===== src/rtl/mcycle_pkg.sv =====
// Shared types and constants for the MCycle issue sequencer.
package mcycle_pkg;

  typedef enum logic [1:0] {
    IDLE,
    LAUNCH,
    RUN,
    DONE
  } state_t;

  localparam logic OP_MUL = 1'b0;
  localparam logic OP_DIV = 1'b1;

  localparam int unsigned WDOG_CYCLES_DEF = 80;

endpackage


===== src/rtl/mcycle_wdog.sv =====
// Watchdog for the issue sequencer: counts cycles spent waiting on MCycle
// and flags the terminal count. Used only when MCYCLE_WATCHDOG_EN is defined.
module mcycle_wdog #(
  parameter int unsigned LIMIT = 80
) (
  input  logic clk,
  input  logic rst,
  input  logic clr,
  input  logic en,
  output logic hit
);

  localparam int unsigned CW = $clog2(LIMIT + 1);

  logic [CW-1:0] cnt;

  // Cycle counter: cleared at request acceptance, advances while waiting.
  always_ff @(posedge clk or posedge rst) begin
    if (rst) begin
      cnt <= '0;
    end else if (clr) begin
      cnt <= '0;
    end else if (en && !hit) begin
      cnt <= cnt + 1'b1;
    end
  end

  // Hit during the LIMIT-th waiting cycle so the abort takes effect at its end.
  assign hit = en && (cnt == CW'(LIMIT - 1));

endmodule


===== src/rtl/mcycle_issue.sv =====
// Issue sequencer between decode/execute and the MCycle multiply/divide unit.
// Holds one request's operands stable, drives Start until Busy, captures Result
// and presents it for write-back while stalling the pipeline.
// Optional watchdog abort: define MCYCLE_WATCHDOG_EN.
module mcycle_issue
  import mcycle_pkg::*;
#(
  parameter int unsigned width       = 32,
  parameter int unsigned RD_W        = 4,
  parameter int unsigned WDOG_CYCLES = WDOG_CYCLES_DEF
) (
  input  logic             CLK,
  input  logic             RESET,
  input  logic             ReqValid,
  output logic             ReqReady,
  input  logic             ReqOp,
  input  logic [width-1:0] ReqA,
  input  logic [width-1:0] ReqB,
  input  logic [RD_W-1:0]  ReqRd,
  output logic             Start,
  output logic             MCycleOp,
  output logic [width-1:0] Operand1,
  output logic [width-1:0] Operand2,
  input  logic [width-1:0] Result,
  input  logic             Busy,
  output logic             Stall,
  output logic             WbValid,
  input  logic             WbReady,
  output logic [RD_W-1:0]  WbRd,
  output logic [width-1:0] WbData,
  output logic             WbErr
);

  state_t state, nxt;
  logic   accept;
  logic   waiting;
  logic   timeout;
  logic   finish;

  assign accept  = (state == IDLE) && ReqValid;
  assign waiting = (state == LAUNCH) || (state == RUN);
  assign finish  = (state == RUN) && !Busy;

`ifdef MCYCLE_WATCHDOG_EN
  mcycle_wdog #(
    .LIMIT(WDOG_CYCLES)
  ) u_wdog (
    .clk(CLK),
    .rst(RESET),
    .clr(accept),
    .en (waiting),
    .hit(timeout)
  );
`else
  logic unused_wdog;
  assign unused_wdog = ^WDOG_CYCLES;
  assign timeout     = 1'b0;
`endif

  // State register.
  always_ff @(posedge CLK or posedge RESET) begin
    if (RESET) state <= IDLE;
    else       state <= nxt;
  end

  // Next-state and Start; a normal completion wins over a same-cycle timeout.
  always_comb begin
    nxt   = state;
    Start = 1'b0;
    case (state)
      IDLE:   if (ReqValid) nxt = LAUNCH;
      LAUNCH: begin
        if (timeout) begin
          nxt = DONE;
        end else begin
          Start = 1'b1;
          if (Busy) nxt = RUN;
        end
      end
      RUN:    if (!Busy || timeout) nxt = DONE;
      DONE:   if (WbReady) nxt = IDLE;
      default: nxt = IDLE;
    endcase
  end

  assign ReqReady = (state == IDLE);
  assign Stall    = (ReqValid && !ReqReady) || (state != IDLE);
  assign WbValid  = (state == DONE);

  // Operand latches at acceptance; result capture on RUN->DONE or abort.
  always_ff @(posedge CLK or posedge RESET) begin
    if (RESET) begin
      MCycleOp <= OP_MUL;
      Operand1 <= '0;
      Operand2 <= '0;
      WbRd     <= '0;
      WbData   <= '0;
    end else begin
      if (accept) begin
        MCycleOp <= ReqOp;
        Operand1 <= ReqA;
        Operand2 <= ReqB;
        WbRd     <= ReqRd;
      end
      if (finish) begin
        WbData <= Result;
      end else if (waiting && timeout) begin
        WbData <= '0;
      end
    end
  end

`ifdef MCYCLE_WATCHDOG_EN
  // Error flag: set by an abort, cleared when the write-back is taken.
  always_ff @(posedge CLK or posedge RESET) begin
    if (RESET) begin
      WbErr <= 1'b0;
    end else if (finish) begin
      WbErr <= 1'b0;
    end else if (waiting && timeout) begin
      WbErr <= 1'b1;
    end else if ((state == DONE) && WbReady) begin
      WbErr <= 1'b0;
    end
  end
`else
  assign WbErr = 1'b0;
`endif

endmodule


===== config.mk =====
export PLATFORM = sky130hd
export DESIGN_NAME = mcycle_issue
export DESIGN_NICKNAME = d
export VERILOG_FILES = /design/src/rtl/mcycle_pkg.sv /design/src/rtl/mcycle_wdog.sv /design/src/rtl/mcycle_issue.sv
export SDC_FILE = /design/constraint.sdc
export NUM_CORES = 1
export LEC_CHECK = 0
export CAP_MARGIN = 20
export CORE_MARGIN = 2
export CORE_UTILIZATION = 40
export DETAILED_ROUTE_END_ITERATION = 10
export GPL_TIMING_DRIVEN = 1
export PLACE_DENSITY = 0.81
export SETUP_SLACK_MARGIN = 0.15
export SKIP_CTS_REPAIR_TIMING = 1
export SYNTH_ARGS = -nofsm -noshare
export SYNTH_HDL_FRONTEND = slang
export SYNTH_SLANG_ARGS = --single-unit

===== constraint.sdc =====
create_clock -name CLK -period 6.62 [get_ports CLK]
set_input_delay 1.324 -clock CLK [delete_from_list [all_inputs] [get_ports CLK]]
set_output_delay 1.324 -clock CLK [all_outputs]
set_load 0.05 [all_outputs]

======== Word level (Yosys, flattened, before mapping) ========
Index checks and enable logic that the tools add are counted.
Widths: inputs -> output; s select.
operators by class
  reduce and logical (&&, ||, !) cells .... 9
  equal/unequal tests ..................... 7
  mux-type cells .......................... 6
operators with widths
  cell                count
  $mux 2              4
  $pmux 2 s4          1
  $ne 2x2->1 const B  3
  $eq 2x2->1 const B  2
  $reduce_and 4->1    1
  $logic_and 1x1->1   3
  $eq 2x1->1 const B  1
  $logic_not 1->1     2
  $logic_not 2->1     1
  $ne 2x1->1 const B  1
  $reduce_bool 2->1   1
  $logic_or 1x1->1    1
  $mux 1              1
storage, ports and cells
  input bits .............................. 106
  word-level logic and storage cells ...... 28
  bits in registers ....................... 103

======== Longest topological paths before layout ========
Gate-level depths: netlist (run 1).
  depth after elaboration ................. 4
  gate-level depth with buffers ........... 6
  mapped depth without buffers ............ 5

======== Worst setup path before layout (run 1) ========
Ideal clock, no wire load.
  path kind ............................... reg2out
  start ................................... register state[0]
  end ..................................... output port ReqReady
  stages on the path, launching flop included .. 3
  path buffers ............................ 0
  path slack .............................. 4.309 ns
  data arrival time ....................... 0.987 ns
  path through ............................ dfrtp_1 -> inv_1 -> ha_1
between the ends
  cells in the longest elaborated chain, start to end .. 1
RTL lines
  item                      line                RTL
  start: declaration        mcycle_issue.sv:34  state_t state, nxt;
  start signal: assignment  mcycle_issue.sv:63  else state <= nxt;
  $logic_not 2->1           mcycle_issue.sv:86  assign ReqReady = (state == IDLE);
  end: declaration          mcycle_issue.sv:15  output logic ReqReady,
No other way between the ends.

======== Worst setup path after layout (run 1) ========
Same ends and word-level chain as after synthesis.

==> out/metrics.cfg, run 1 <==
[setup_path]
worst_ep_arrival_time_ns=1.97
crit_path_cell_trace=inv_1 -> ha_1 -> clkdlybuf4s50_1
criticalPathCategory=reg2out
timing.critical_path.fanout_max=4
worstPathRequired_ns=5.30
timing.critical_path.from_type=register
critical_path.endpoint_type=primary output
critical_path.max_stage_delay_ns=0.84
crit_slowest_cell=sky130_fd_sc_hd__clkdlybuf4s50_1

[finish]
drive_gt1_frac=0.270
antenna-diode-count=0
synthToLayoutAreaGrowth_pct=59.9
final_nets=559
fill_cells=727

[clock_network]
clock_tree.root_cell=sky130_fd_sc_hd__clkbuf_8
clk_transition_reported_paths_ns=0.09
worstSkewPairLatency_ns=0.34
cts.path.max_buffers=2
cts.sink_count=103
cts-htree-levels=3
tritoncts=done
cts-buffers-inserted=9

[sta]
final.min_clock_period_ns=3.30
max_freq_ghz=0.303
timing.final.max_slew_violations=0
hold_viol_final=0
worstMarginPinSlew_ns=0.973
post-route-period-util=0.498
setup_total_negative_slack_ns=0
setup_viol=0
grt_setup_unrepaired=no
final.setup_skew_ns=0.00390
timing.max_slew.rel_slack=0.351

[synthesis]
post-synth-top-count-cell=sky130_fd_sc_hd__dfrtp_1
synth-edff-count=0
synthCells=237
synth_top_cell_by_area=sky130_fd_sc_hd__dfrtp_1
cell_area_after_technology_mapping_mm2=0.00401
asyncSetResetFlopFracSynth=1.00
synth_seq_cells=103
leading_cell_types_by_count_after_synthesis=103 x sky130_fd_sc_hd__dfrtp_1, 90 x sky130_fd_sc_hd__mux2_2, 12 x sky130_fd_sc_hd__mux2_4
synth_compound_gate_area_share=0.00187
yosysSeqAreaShare=0.643
synth.avg_cell_area_um2=16.9
yosysTopAreaCellShare=0.643
post_synthesis_adder_cell_area_fraction=0.0156
yosys_warnings=0
synth.mux.area_fraction=0.298
synth.area.top_cells=sky130_fd_sc_hd__dfrtp_1 64%, sky130_fd_sc_hd__mux2_2 25%, sky130_fd_sc_hd__mux2_4 4.5%
ys.flop_type=sky130_fd_sc_hd__dfrtp_1
syn-num-nets=348
synthDistinctLibCells=16
largest_family_of_logic_cells_by_synthesized_area=multiplexers
synthSimpleGateAreaFrac=0.0128
synth-xor-area-share=0

[floorplan]
die_height_um=104
row_count=36
design.die.area_mm2=0.0108
die_width_um=104
io-pin-count=212
floorplan.initialDensity=0.410
core_area_mm2=0.00977

[run_status]
run_status=finished, final reports clean

[hold_path]
hold_class=reg2reg

[global_routing]
maximum_number_of_pins_on_one_net_before_global_route_repair=70
grt_first_pass_wirelength_um=15400
first_global_vias=3077
tot_gr_track_use=0.179
grt_remaining_overflow=0
number_of_antenna_violations_at_the_first_check_in_global_routing=0

[drt]
detail_route.first_pass.iterations=4
final_routed_drc_violation_total=0
wl_per_cell_um=16.2
drt-vias-per-instance=4.66
initialDrtViolationCount=48
detail_route.wirelength_um=9450
route.vias.total=2727
detail-route-antenna-nets=0

[placed_design]
detailedPlacementHpwl_um=7040
gp_congestion=0.725
port_buffers=210

[run]
maxCapViolations=0

==> per-stage QoR <==
step | instances | area [um^2] | setup WS, ns | util | hold WS (ns)
3_5_place_dp | 570 | 6200 | 3.50 | 0.635 | 0.492
6_report | 585 | 6410 | 3.32 | 0.656 | 0.510
5_1_grt | 585 | 6410 | 3.24 | 0.656 | 0.531
4_1_cts | 585 | 6410 | 3.28 | 0.656 | 0.514
3_3_place_gp | 570 | 6200 | 3.54 | 0.635 | 0.487
2_1_floorplan | 237 | 4010 | 2.59 | - | 0.533
==> cells by family (layout without fill, tap and decap cells) <==
family | count (synthesis) | in the layout
AOI/OAI and AO/OA | 1 | 1
muxes | 102 | 102
other | 1 | 1
buffers and inverters | 16 | 231
and+or+nand+nor | 9 | 9
DFF | 103 | 103
adders and majority gates | 5 | 5
==> critical path, delay by kind of cell, from the launching register on <==
family                     cells  cell delay (ns)
DFF                            1             0.41
buffers and inverters          2             0.96
adders and majority gates      1             0.26
==> sequential cells by signal, summed over array words and instances, names as in the netlist <==
register	cells
Operand1	32
Operand2	32
WbData	32
WbRd	4
state	2
MCycleOp	1
==> path summary, 6_finish.rpt <==
path / start / endpoint / slack, ns / cells after the start
max: state[0] / ReqReady / 3.32 / 3
min: Operand2[19] / Operand2[19] / 0.51 / 1
max reg2reg: state[0] / Operand1[31] / 4.59 / 4
min reg2reg: Operand2[19] / Operand2[19] / 0.51 / 1
max in group asynchronous: RESET / Operand2[3] / 4.10 / 3
min in group asynchronous: RESET / Operand2[2] / 1.40 / 2
==> layer usage <==
metal  share of wire  global-route usage  up-vias  wire length [um]
met4           0.023              0.0782        0               221
met2            0.50               0.310      128              4710
met3           0.073              0.0545       19               691
li1                -                   -     1242                 -
met5               0                   0        -                 0
met1            0.41               0.205     1338              3830
==> cell type report <==
| cell class | count | area [um^2] | share of cell area |
|---|---|---|---|
| inverter | 4 | 17.5 | 0.00273 |
| clock buffer | 9 | 124 | 0.0193 |
| multi-input combinational | 118 | 1330 | 0.207 |
| timing repair buffer | 212 | 2120 | 0.330 |
| tap | 133 | 166 | 0.0259 |
| sequential | 103 | 2580 | 0.402 |
| clock inverter | 6 | 86.3 | 0.0135 |
==> cells in the final DEF (no fill, tap or decap), types with 2 or more instances in the layout <==
master / Yosys / final
sky130_fd_sc_hd__mux2_4: 12 / 12
sky130_fd_sc_hd__clkinv_2: 0 / 2
sky130_fd_sc_hd__mux2_2: 90 / 90
sky130_fd_sc_hd__bufinv_16: 0 / 2
sky130_fd_sc_hd__clkbuf_8: 0 / 9
sky130_fd_sc_hd__inv_1: 4 / 3
sky130_fd_sc_hd__dfrtp_1: 103 / 103
sky130_fd_sc_hd__nand4_1: 2 / 2
sky130_fd_sc_hd__nand2b_1: 3 / 3
sky130_fd_sc_hd__clkdlybuf4s50_1: 0 / 210
sky130_fd_sc_hd__buf_4: 1 / 2
sky130_fd_sc_hd__ha_1: 5 / 5
Power of run 1 is not shown: default switching activity piles up to over one toggle a cycle in this logic, so the estimate is an artifact.
==> inputs of run 2 (changes only) <==
--- a/config.mk
+++ b/config.mk
@@ -7,10 +7,10 @@
 export LEC_CHECK = 0
 export CAP_MARGIN = 20
 export CORE_MARGIN = 2
-export CORE_UTILIZATION = 40
+export CORE_UTILIZATION = 35
 export DETAILED_ROUTE_END_ITERATION = 10
 export GPL_TIMING_DRIVEN = 1
-export PLACE_DENSITY = 0.81
+export PLACE_DENSITY = 0.76
 export SETUP_SLACK_MARGIN = 0.15
 export SKIP_CTS_REPAIR_TIMING = 1
 export SYNTH_ARGS = -nofsm -noshare
==> constraint.sdc (replaced) <==
create_clock -name CLK -period 2.7 [get_ports CLK]
set_input_delay 0.54 -clock CLK [delete_from_list [all_inputs] [get_ports CLK]]
set_output_delay 0.54 -clock CLK [all_outputs]
set_load 0.05 [all_outputs]
==> run 2 against run 1 <==
Compared with the run above:
- register-to-register slack worse by 3.7 ns
- non-clock buffer count up 3
- routed wire length up 2.4%
- worst setup slack worse by 3.1 ns
- sequential share of layout area down 1.2 points
- clock-buffer cell count up 1
- highest routed layer unchanged
==> out/metrics.cfg, run 2 (synthesis gave the netlist of run 1 again) <==
[placed_design]
detailedPlacementHpwl_um=7190  ; was 7040 um
port_buffers=210  ; unchanged
placedInstanceArea_mm2=0.00627  ; was 0.00620 mm^2
gp_congestion=0.735  ; was 0.725

[sta]
final.min_clock_period_ns=2.43
holdWs_ns=0.505  ; was 0.510 ns
max_freq_ghz=0.412
grt_setup_unrepaired=no  ; unchanged
hold_viol_final=0  ; unchanged
post-route-period-util=0.900
setup_total_negative_slack_ns=0  ; unchanged
timing.final.max_slew_violations=0  ; unchanged
timing.max_slew.rel_slack=0.561  ; was 0.351
worstMarginPinSlew_ns=0.658  ; was 0.973 ns
final.setup_skew_ns=0.00755  ; was 0.00390 ns
setup_viol=0  ; unchanged

[setup_path]
rr_startpoint=state[0]  ; unchanged
critical_path.endpoint_type=primary output  ; unchanged
crit_path_cell_trace=inv_1 -> ha_1 -> inv_1 -> clkdlybuf4s50_1  ; was inv_1 -> ha_1 -> clkdlybuf4s50_1
cpMostUsedCell=sky130_fd_sc_hd__inv_1
timing.critical_path.from_type=register  ; unchanged
worst_ep_arrival_time_ns=1.89  ; was 1.97 ns
reg2reg_slack_ns=0.91  ; was 4.59 ns
criticalPathCategory=reg2out  ; unchanged
critical_path.max_stage_delay_ns=0.80  ; was 0.84 ns
critical_path.reg2reg.endpoint=WbData[5]  ; was Operand1[31]
timing.critical_path.fanout_max=4  ; unchanged
r2r_cells=5  ; was 4
worstPathRequired_ns=2.16  ; was 5.30 ns
crit_slowest_cell=sky130_fd_sc_hd__clkdlybuf4s50_1  ; unchanged

[global_routing]
maximum_number_of_pins_on_one_net_before_global_route_repair=53  ; was 70
first_global_vias=3119  ; was 3,077
grt_remaining_overflow=0  ; unchanged
global_route.usage.met3=0.0514  ; was 0.0545
tot_gr_track_use=0.158  ; was 0.179
number_of_antenna_violations_at_the_first_check_in_global_routing=0  ; unchanged
grt_use_met1=0.173  ; was 0.205
gr-usage-met2=0.279  ; was 0.310
grt_first_pass_wirelength_um=15500  ; was 15,400 um
layer_with_the_highest_usage=met2  ; unchanged

[floorplan]
core_area_mm2=0.0113  ; was 0.00977 mm^2
die_width_um=111  ; was 104 um
design.die.area_mm2=0.0123  ; was 0.0108 mm^2
die_height_um=111  ; was 104 um
floorplan.initialDensity=0.354  ; was 0.410
io-pin-count=212  ; unchanged
row_count=39  ; was 36

[clock_network]
tritoncts=done  ; unchanged
cts.path.max_buffers=2  ; unchanged
clk_transition_reported_paths_ns=0.07  ; was 0.09 ns
cts-buffers-inserted=9  ; unchanged
cts-htree-levels=3  ; unchanged
worstSkewPairLatency_ns=0.34  ; about the same
clock_tree.root_cell=sky130_fd_sc_hd__clkbuf_16  ; was sky130_fd_sc_hd__clkbuf_8
cts.sink_count=103  ; unchanged

[finish]
synthToLayoutAreaGrowth_pct=64.9  ; was 59.9%
drive_gt1_frac=0.276  ; was 0.270
final_nets=562  ; was 559
final_common_cell=sky130_fd_sc_hd__clkdlybuf4s50_1  ; unchanged
antenna-diode-count=0  ; unchanged
post-route-cell-area_mm2=0.00662  ; was 0.00641 mm^2
biggestRegsByFlops=Operand1: 32 flops, Operand2: 32 flops, WbData: 32 flops  ; unchanged
layout_common_cells=209 x sky130_fd_sc_hd__clkdlybuf4s50_1, 103 x sky130_fd_sc_hd__dfrtp_1, 90 x sky130_fd_sc_hd__mux2_2  ; was 210 x sky130_fd_sc_hd__clkdlybuf4s50_1, 103 x sky130_fd_sc_hd__dfrtp_1, 90 x sky130_fd_sc_hd__mux2_2

[drt]
drt-vias-per-instance=4.59  ; was 4.66
detail-route-antenna-nets=0  ; unchanged
route.vias.total=2750  ; was 2,727
detail_route.wirelength_um=9680  ; was 9450 um
wl_per_cell_um=16.2  ; about the same
final_routed_drc_violation_total=0  ; unchanged
detail_route.first_pass.iterations=2  ; was 4
initialDrtViolationCount=121  ; was 48

[hold_path]
hold_class=reg2reg  ; unchanged
holdPathStages=1  ; unchanged
worst_hold_startpoint=WbRd[3]  ; was Operand2[19]
timing.hold.worst_endpoint=WbRd[3]  ; was Operand2[19]

[run_status]
run_status=finished, final reports clean  ; unchanged

[run]
maxCapViolations=0  ; unchanged

## run 2: changes by cell type in the layout (fill, tap and decap cells not counted), sizes merged
cell / change
inv: -1
clkdlybuf4s50: -1
clkinvlp: +1
clkbuf: +1
bufinv: +1
dlymetal6s2s: +1
buf: +3
clkinv: -1
## run 2: layout make-up
type                       instances  area, um^2
tap                              143         179
fill                             927        4710
clock inverter                     6         108
timing repair buffer             215        2170
inverter                           4        18.8
multi-input combinational        118        1330
clock buffer                      10         239
sequential                       103        2580
## run 2: critical path: cells and delay by family (launching register included)
| kind | cells | cell delay [ns] |
|---|---|---|
| flip-flops | 1 | 0.37 |
| buffers and inverters | 3 | 0.97 |
| adder cells (fa/ha/maj) | 1 | 0.23 |
## run 2: worst max path at each step
stage	from	endpoint	slack [ns]	cells after the start
CTS	state[0]	ReqReady	0.18	3
global placement	state[0]	ReqReady	0.59	3
detailed placement	state[0]	ReqReady	0.55	3
floorplan	state[0]	Operand2[0]	0.82	6
global route	state[0]	Stall	0.21	4
finish	state[0]	Stall	0.27	4
## run 2: metal layers
layer,part of all wire,up-vias
met5,0,-
met3,0.080,21
met2,0.50,118
met4,0.027,0
met1,0.39,1365
li1,-,1246
## run 2: stage by stage
| step | instances | worst slack (ns) | utilization |
|---|---|---|---|
| global placement | 583 | 0.595 | 0.553 |
| CTS | 599 | 0.184 | 0.584 |
| finish | 599 | 0.271 | 0.584 |
| floorplan | 237 | 0.820 | - |
| detailed placement | 583 | 0.552 | 0.553 |
| global route | 599 | 0.205 | 0.584 |
Power of run 2 is left out for the same reason.
